--- src/rtl/qnn_layer_sequencer.sv ---
// qnn_layer_sequencer: descriptor-driven multi-layer sequencer around an external dense engine.
// Optional cycle counter on perf_cycles, enabled by defining QNN_SEQ_PERF_EN.
module qnn_layer_sequencer #(
  parameter int DIM        = 16,
  parameter int ACC_W      = 32,
  parameter int ACT_W      = 8,
  parameter int DESC_DEPTH = 4
) (
  input  logic                   clk,
  input  logic                   rst,
  input  logic                   desc_valid,
  output logic                   desc_ready,
  input  logic [1:0]             desc_prec,
  input  logic [4:0]             desc_shift,
  input  logic                   desc_relu,
  input  logic                   desc_last,
  input  logic                   start,
  input  logic [DIM*ACT_W-1:0]   act_in,
  output logic                   eng_start,
  output logic [1:0]             eng_prec,
  output logic [DIM*ACT_W-1:0]   eng_act,
  input  logic                   eng_done,
  input  logic [DIM*ACC_W-1:0]   eng_acc,
  output logic [DIM*ACT_W-1:0]   result,
  output logic                   result_valid,
  output logic                   busy,
  output logic [7:0]             layer_cnt,
  output logic                   err,
  output logic [31:0]            perf_cycles
);
  localparam int PTR_W = $clog2(DESC_DEPTH);
  localparam int IDX_W = $clog2(DIM);
  localparam logic [PTR_W-1:0] PTR_ONE  = PTR_W'(32'd1);
  localparam logic [PTR_W:0]   CNT_ONE  = (PTR_W+1)'(32'd1);
  localparam logic [PTR_W:0]   CNT_ZERO = (PTR_W+1)'(32'd0);
  localparam logic [PTR_W:0]   CNT_FULL = (PTR_W+1)'(DESC_DEPTH);
  localparam logic [IDX_W-1:0] IDX_ONE  = IDX_W'(32'd1);
  localparam logic [IDX_W-1:0] IDX_LAST = IDX_W'(DIM - 1);
  localparam logic signed [ACC_W-1:0] S_ZERO = ACC_W'(32'sd0);
  localparam logic signed [ACC_W-1:0] S_P1   = ACC_W'(32'sd1);
  localparam logic signed [ACC_W-1:0] S_M1   = ACC_W'(-32'sd1);
  localparam logic signed [ACC_W-1:0] I4_MAX = ACC_W'(32'sd7);
  localparam logic signed [ACC_W-1:0] I4_MIN = ACC_W'(-32'sd8);
  localparam logic signed [ACC_W-1:0] I8_MAX = ACC_W'(32'sd127);
  localparam logic signed [ACC_W-1:0] I8_MIN = ACC_W'(-32'sd128);

  typedef enum logic [2:0] {
    S_IDLE = 3'd0, S_ISSUE = 3'd1, S_WAIT = 3'd2, S_REQ = 3'd3, S_DONE = 3'd4
  } state_t;

  // Shift, optional ReLU, then clamp to the layer precision and sign-extend to ACT_W.
  function automatic logic [ACT_W-1:0] requant(input logic signed [ACC_W-1:0] acc,
                                               input logic [4:0] shift, input logic relu,
                                               input logic [1:0] prec);
    logic signed [ACC_W-1:0] v;
    logic signed [ACC_W-1:0] r;
    v = acc >>> shift;
    v = (relu && (v < S_ZERO)) ? S_ZERO : v;
    case (prec)
      2'b01:   r = (v > I4_MAX) ? I4_MAX : ((v < I4_MIN) ? I4_MIN : v);
      2'b10:   r = (v < S_ZERO) ? S_M1 : S_P1;
      default: r = (v > I8_MAX) ? I8_MAX : ((v < I8_MIN) ? I8_MIN : v);
    endcase
    return r[ACT_W-1:0];
  endfunction

  state_t state_r, state_s;
  logic [8:0]            fifo_mem_r [DESC_DEPTH];
  logic [PTR_W-1:0]      wr_ptr_r, rd_ptr_r;
  logic [PTR_W:0]        count_r;
  logic                  full_s, empty_s, push_s, pop_s;
  logic [8:0]            head_s;
  logic                  start_ok_s, start_err_s, issue_s, capture_s, req_s, req_end_s;
  logic                  chain_err_s, done_s;
  logic                  busy_r, err_r, eng_start_r, result_valid_r;
  logic [1:0]            eng_prec_r;
  logic [4:0]            cur_shift_r;
  logic                  cur_relu_r, cur_last_r;
  logic [IDX_W-1:0]      idx_r;
  logic [7:0]            layer_cnt_r;
  logic [DIM*ACT_W-1:0]  act_buf_r, result_r;
  logic [DIM*ACC_W-1:0]  acc_r;

  assign full_s  = (count_r == CNT_FULL);
  assign empty_s = (count_r == CNT_ZERO);
  assign push_s  = desc_valid && !full_s;
  assign pop_s   = issue_s && !empty_s;
  assign head_s  = fifo_mem_r[rd_ptr_r];

  // Descriptor storage; only the write port needs a clock.
  always_ff @(posedge clk) begin
    if (push_s) fifo_mem_r[wr_ptr_r] <= {desc_prec, desc_shift, desc_relu, desc_last};
  end

  // FIFO pointers and occupancy; a full FIFO never accepts a push.
  always_ff @(posedge clk) begin
    if (rst) begin
      wr_ptr_r <= '0;
      rd_ptr_r <= '0;
      count_r  <= CNT_ZERO;
    end else begin
      if (push_s) wr_ptr_r <= wr_ptr_r + PTR_ONE;
      if (pop_s)  rd_ptr_r <= rd_ptr_r + PTR_ONE;
      case ({push_s, pop_s})
        2'b10:   count_r <= count_r + CNT_ONE;
        2'b01:   count_r <= count_r - CNT_ONE;
        default: count_r <= count_r;
      endcase
    end
  end

  // State register.
  always_ff @(posedge clk) begin
    if (rst) state_r <= S_IDLE;
    else     state_r <= state_s;
  end

  // Next-state logic.
  always_comb begin
    state_s = state_r;
    case (state_r)
      S_IDLE:  if (start && !empty_s) state_s = S_ISSUE; else state_s = S_IDLE;
      S_ISSUE: state_s = S_WAIT;
      S_WAIT:  if (eng_done) state_s = S_REQ; else state_s = S_WAIT;
      S_REQ: begin
        if (idx_r != IDX_LAST)  state_s = S_REQ;
        else if (cur_last_r)    state_s = S_DONE;
        else if (!empty_s)      state_s = S_ISSUE;
        else                    state_s = S_DONE;
      end
      S_DONE:  state_s = S_IDLE;
      default: state_s = S_IDLE;
    endcase
  end

  // Control strobes decoded from the current state.
  always_comb begin
    start_ok_s  = (state_r == S_IDLE) && start && !empty_s;
    start_err_s = (state_r == S_IDLE) && start && empty_s;
    issue_s     = (state_r == S_ISSUE);
    capture_s   = (state_r == S_WAIT) && eng_done;
    req_s       = (state_r == S_REQ);
    req_end_s   = req_s && (idx_r == IDX_LAST);
    chain_err_s = req_end_s && !cur_last_r && empty_s;
    done_s      = (state_r == S_DONE);
  end

  // Datapath: activation buffer, descriptor working copy, status outputs.
  always_ff @(posedge clk) begin
    if (rst) begin
      busy_r <= 1'b0;  err_r <= 1'b0;  eng_start_r <= 1'b0;  result_valid_r <= 1'b0;
      eng_prec_r <= 2'b00;  cur_shift_r <= 5'd0;  cur_relu_r <= 1'b0;  cur_last_r <= 1'b0;
      idx_r <= '0;  layer_cnt_r <= 8'd0;
      act_buf_r <= '0;  result_r <= '0;  acc_r <= '0;
    end else begin
      eng_start_r    <= issue_s;
      result_valid_r <= done_s;
      if (start_ok_s) begin
        act_buf_r   <= act_in;
        layer_cnt_r <= 8'd0;
        busy_r      <= 1'b1;
      end else if (done_s) begin
        busy_r <= 1'b0;
      end
      if (start_ok_s) err_r <= 1'b0;
      else if (start_err_s || chain_err_s || (issue_s && head_s[8:7] == 2'b11)) err_r <= 1'b1;
      if (issue_s) begin
        // Reserved precision runs as int8.
        eng_prec_r  <= (head_s[8:7] == 2'b11) ? 2'b00 : head_s[8:7];
        cur_shift_r <= head_s[6:2];
        cur_relu_r  <= head_s[1];
        cur_last_r  <= head_s[0];
      end
      if (capture_s) acc_r <= eng_acc;
      if (req_s) begin
        act_buf_r[idx_r*ACT_W +: ACT_W] <=
          requant(acc_r[idx_r*ACC_W +: ACC_W], cur_shift_r, cur_relu_r, eng_prec_r);
        idx_r <= req_end_s ? '0 : idx_r + IDX_ONE;
        if (req_end_s && layer_cnt_r != 8'hFF) layer_cnt_r <= layer_cnt_r + 8'd1;
      end
      if (done_s) result_r <= act_buf_r;
    end
  end

`ifdef QNN_SEQ_PERF_EN
  logic [31:0] perf_r;
  // Busy-cycle counter, saturating.
  always_ff @(posedge clk) begin
    if (rst)                                  perf_r <= 32'd0;
    else if (start_ok_s)                      perf_r <= 32'd0;
    else if (busy_r && perf_r != 32'hFFFFFFFF) perf_r <= perf_r + 32'd1;
    else                                      perf_r <= perf_r;
  end
  assign perf_cycles = perf_r;
`else
  assign perf_cycles = 32'd0;
`endif

  assign desc_ready   = !full_s;
  assign eng_start    = eng_start_r;
  assign eng_prec     = eng_prec_r;
  assign eng_act      = act_buf_r;
  assign result       = result_r;
  assign result_valid = result_valid_r;
  assign busy         = busy_r;
  assign layer_cnt    = layer_cnt_r;
  assign err          = err_r;
endmodule

--- config.mk ---
export PLATFORM = sky130hd
export DESIGN_NAME = qnn_layer_sequencer
export DESIGN_NICKNAME = d
export VERILOG_FILES = /design/src/rtl/qnn_layer_sequencer.sv
export SDC_FILE = /design/constraint.sdc
export NUM_CORES = 2
export LEC_CHECK = 0
export CORE_ASPECT_RATIO = 1.2
export CORE_UTILIZATION = 25
export DETAILED_ROUTE_END_ITERATION = 12
export GPL_TIMING_DRIVEN = 0
export HOLD_SLACK_MARGIN = 0.12
export RECOVER_POWER = 25
export SETUP_SLACK_MARGIN = 0.02
export SYNTH_ARGS = -nofsm -noshare
export SYNTH_HDL_FRONTEND = slang
export SYNTH_SLANG_ARGS = --single-unit
--- constraint.sdc ---
create_clock -name clk -period 4.9 [get_ports clk]
set_input_delay 1.47 -clock clk [delete_from_list [all_inputs] [get_ports clk]]
set_output_delay 1.47 -clock clk [all_outputs]
set_load 0.03 [all_outputs]
==> metrics.csv <==
metric,value,unit
max incr delay on CP,0.90,ns
slew at the pin with the worst max-slew slack,1.55,ns
mux share of post-synthesis cell area,0.108,
crit end category,flip-flop,
RSZ-0062 raised after global routing,yes,
Post-Route WL,253,mm
first-pass GRT wire length,339,mm
"commonest non-fill, non-tap cells in the layout","nand2_1, dfxtp_1, clkdlybuf4s50_1",
Critical Path Start Type,flip-flop,
worst path cell trace,buf_16 -> buf_16 -> mux2i_4 -> a222oi_1 -> a22oi_2 -> a211oi_4 -> buf_6 -> nor2_4 -> mux4_2 -> buf_6 -> and3_4 -> a31oi_4 -> nor4_4 -> buf_4 -> a21oi_4 -> a21bo_4 -> buf_12 -> clkbuf_16 -> nor2_4 -> buf_12 -> o21a_1,
WS Path Type,flip-flop to flip-flop,
Yosys warnings,0,
sequential fraction of the synthesis area,0.450,
worst r2r src,idx_r[1],
fmax,196,MHz
Synth Flop Type,dfxtp_1,
average cell area after synthesis,8.16,um2
Post-synth EDFFs,36,
largest net degree at the start of global routing,14,
Synth Area in Compound Gates,0.188,
total gr overflow,0,
clk_skew,0.0396,ns
Synth Area in XOR/XNOR,0.00160,
core outline area,0.151,mm2
Crit Path Max Fanout,7,
via count,42200,
Post-DRT Antenna Nets,0,
Non-Filler Instances,7919,
setup TNS,-16.23,ns
Layout fillers,15700,
min cycle time layout,5.11,ns
placed cells,7618,
clk sink count,841,
GRT Overall Usage,0.315,
Clock Path Buffers,3,
CTS tree,yes,
cell leakage power,19.0,nW
final period utilization,1.04,
number of remaining DRC errors,0,
mapped cell area,0.0382,mm2
total power,20.6,mW
Critical Path AT,5.73,ns
internal power,13.7,mW
largest family of logic cells by synthesized area,simple AND/OR/NAND/NOR gates,
initial antenna violation count,53,
chip height,430,um
min-delay src,eng_act[110],
post-DP HPWL,203,mm
Area growth syn-to-layout,48.7,%
Slew headroom,-0.0325,
clock power share,0.363,
failing checks,"max-capacitance violations, max-slew violations, negative setup slack",
slowest CP cell,a222oi_1,
number of port buffers,923,
Die ar.,0.155,mm2
switching power,6.90,mW
maximum VDD drop,0.000248,V
num rows,156,
Final Setup Violations,125,
fraction of the mapped netlist area in simple logic gates,0.198,
"Hold Violations, Final",0,
routability cong.,0.960,
Mapped Cells,4686,
max-slew violations,11,
Final nets,6521,
Crit path required time,5.52,ns
Finished Core Util,0.376,
IO Count,957,
CTS H-tree depth,3,
clk_lat worst skew,0.76,ns
drt first pass iters,6,
P per Cell Area,362,mW/mm2
"FFs w/ async S/R, synth",0,
chip width,359,um
vias per inst,5.33,
Final Hold Slack,0.449,ns
adder-cell share of the synthesized area,0.00412,
initial core utilization,0.253,
DRT iter0 DRCs,3721,
count of cell types in the netlist,89,
Max Cap Violations,1,
CTS Hold Buffers Added,0,
layout cell share with drive strength beyond 1,0.129,
vias in the first global route,41600,
register share of total power,0.367,
combinational fraction of design power,0.270,
clk slew on worst S/H paths,0.06,ns
sw frac,0.335,
CP startpoint,idx_r[1],
"most common cell after layout, fill and taps aside",nand2_1,
worst hold path class,flip-flop to flip-flop,
Setup WS post-layout,-0.208,ns
status,"complete, but fails checks",
CTS root buf,clkbuf_16,
register bit total from synthesis,841,
Num CTS Buffers,92,
internal reg-to-reg setup slack,-0.21,ns
drt wl/cell,31.9,um
synthesized netlist by cell type, types with 30 or more instances:
cell	n	area [um2]
nand2_1	1551	5820
dfxtp_1	805	16100
a21oi_1	747	3740
clkbuf_1	297	1110
mux2i_1	230	2300
nor2_1	103	387
a22oi_1	75	563
mux4_2	73	1640
nand3_1	64	320
a31oi_1	42	263
buf_4	42	315
o22ai_1	42	263
o21a_1	40	300
nor3_1	37	185
edfxtp_1	36	1080
o21ai_0	33	165
o32ai_1	31	272
and3_1	30	188
flip-flops by register name (all words and copies together), names as in the netlist, 3 cells and up, named ones only:
signal / count
acc_r: 512
eng_act: 128
result: 128
fifo_mem_r: 36
layer_cnt: 8
cur_shift_r: 5
idx_r: 4
count_r: 3
state_r: 3
kinds of logic after synthesis:
| logic type | Yosys count |
|---|---|
| AO/OA/AOI/OAI | 1195 |
| AND/OR/NAND/NOR | 1884 |
| other | 1 |
| multiplexers | 319 |
| flip-flops | 841 |
| XOR/XNOR | 7 |
| buffers and inverters | 427 |
| adder cells (fa/ha/maj) | 12 |
layer usage:
metal  part of all wire  GRT usage  wire length [um]  vias to the layer above
met3              0.070     0.0585             17800                      647
met4              0.079      0.210             19900                       34
met2               0.48      0.549            122000                     2278
met1               0.37      0.350             92600                    20700
met5            0.00084          0               212                        -
li1                   -          -                 -                    18600
through the flow:
| step | worst slack (ns) | cell area (um2) |
|---|---|---|
| global route | -0.268 | 56900 |
| detailed placement | -2.71 | 50100 |
| CTS | -0.118 | 56200 |
| finish | -0.208 | 56900 |
| global placement | -3.43 | 50100 |
| floorplan | 0.658 | 38400 |
power by group through the flow:
stage | sequential, mW | combinational [mW] | clock, mW
floorplan | 7.72 | 1.66 | 0
global placement | 7.69 | 4.15 | 0
detailed placement | 7.69 | 4.18 | 0
CTS | 7.55 | 5.37 | 7.54
global route | 7.56 | 5.70 | 7.82
finish | 7.55 | 5.57 | 7.47
worst max-delay path: cells and delay by family, from the launching register on:
kind / cells / cell delay, ns
and+or+nand+nor: 4 / 0.29
AOI/OAI and AO/OA: 7 / 2.32
muxes: 2 / 0.71
buffers and inverters: 8 / 1.21
DFF: 1 / 0.42
repair_timing:
item	4_1_cts	5_1_grt
endpoints found under the setup margin	136	128
setup buffers	98	22
pin swaps	98	60
resized for setup	418	99
gates cloned	6	1
final timing paths:
check                              endpoint  depth (start not counted)
worst max-delay path             eng_act[3]                         21
worst min-delay path            result[110]                          2
worst min register to register  result[110]                          2
worst max register to register   eng_act[3]                         21
layout make-up:
| type | count | area, um2 | area share |
|---|---|---|---|
| diodes | 12 | 30.0 | 0.000528 |
| well taps | 1975 | 2470 | 0.0434 |
| inverters | 25 | 95.1 | 0.00167 |
| repair buffers | 1046 | 10600 | 0.186 |
| plain buffers | 400 | 2340 | 0.0412 |
| clock buffers | 131 | 2660 | 0.0468 |
| clock inverters | 40 | 514 | 0.00904 |
| multi-input cells | 3449 | 21000 | 0.369 |
| flip-flops and latches | 841 | 17200 | 0.302 |
(Power assumes the default switching activity.)
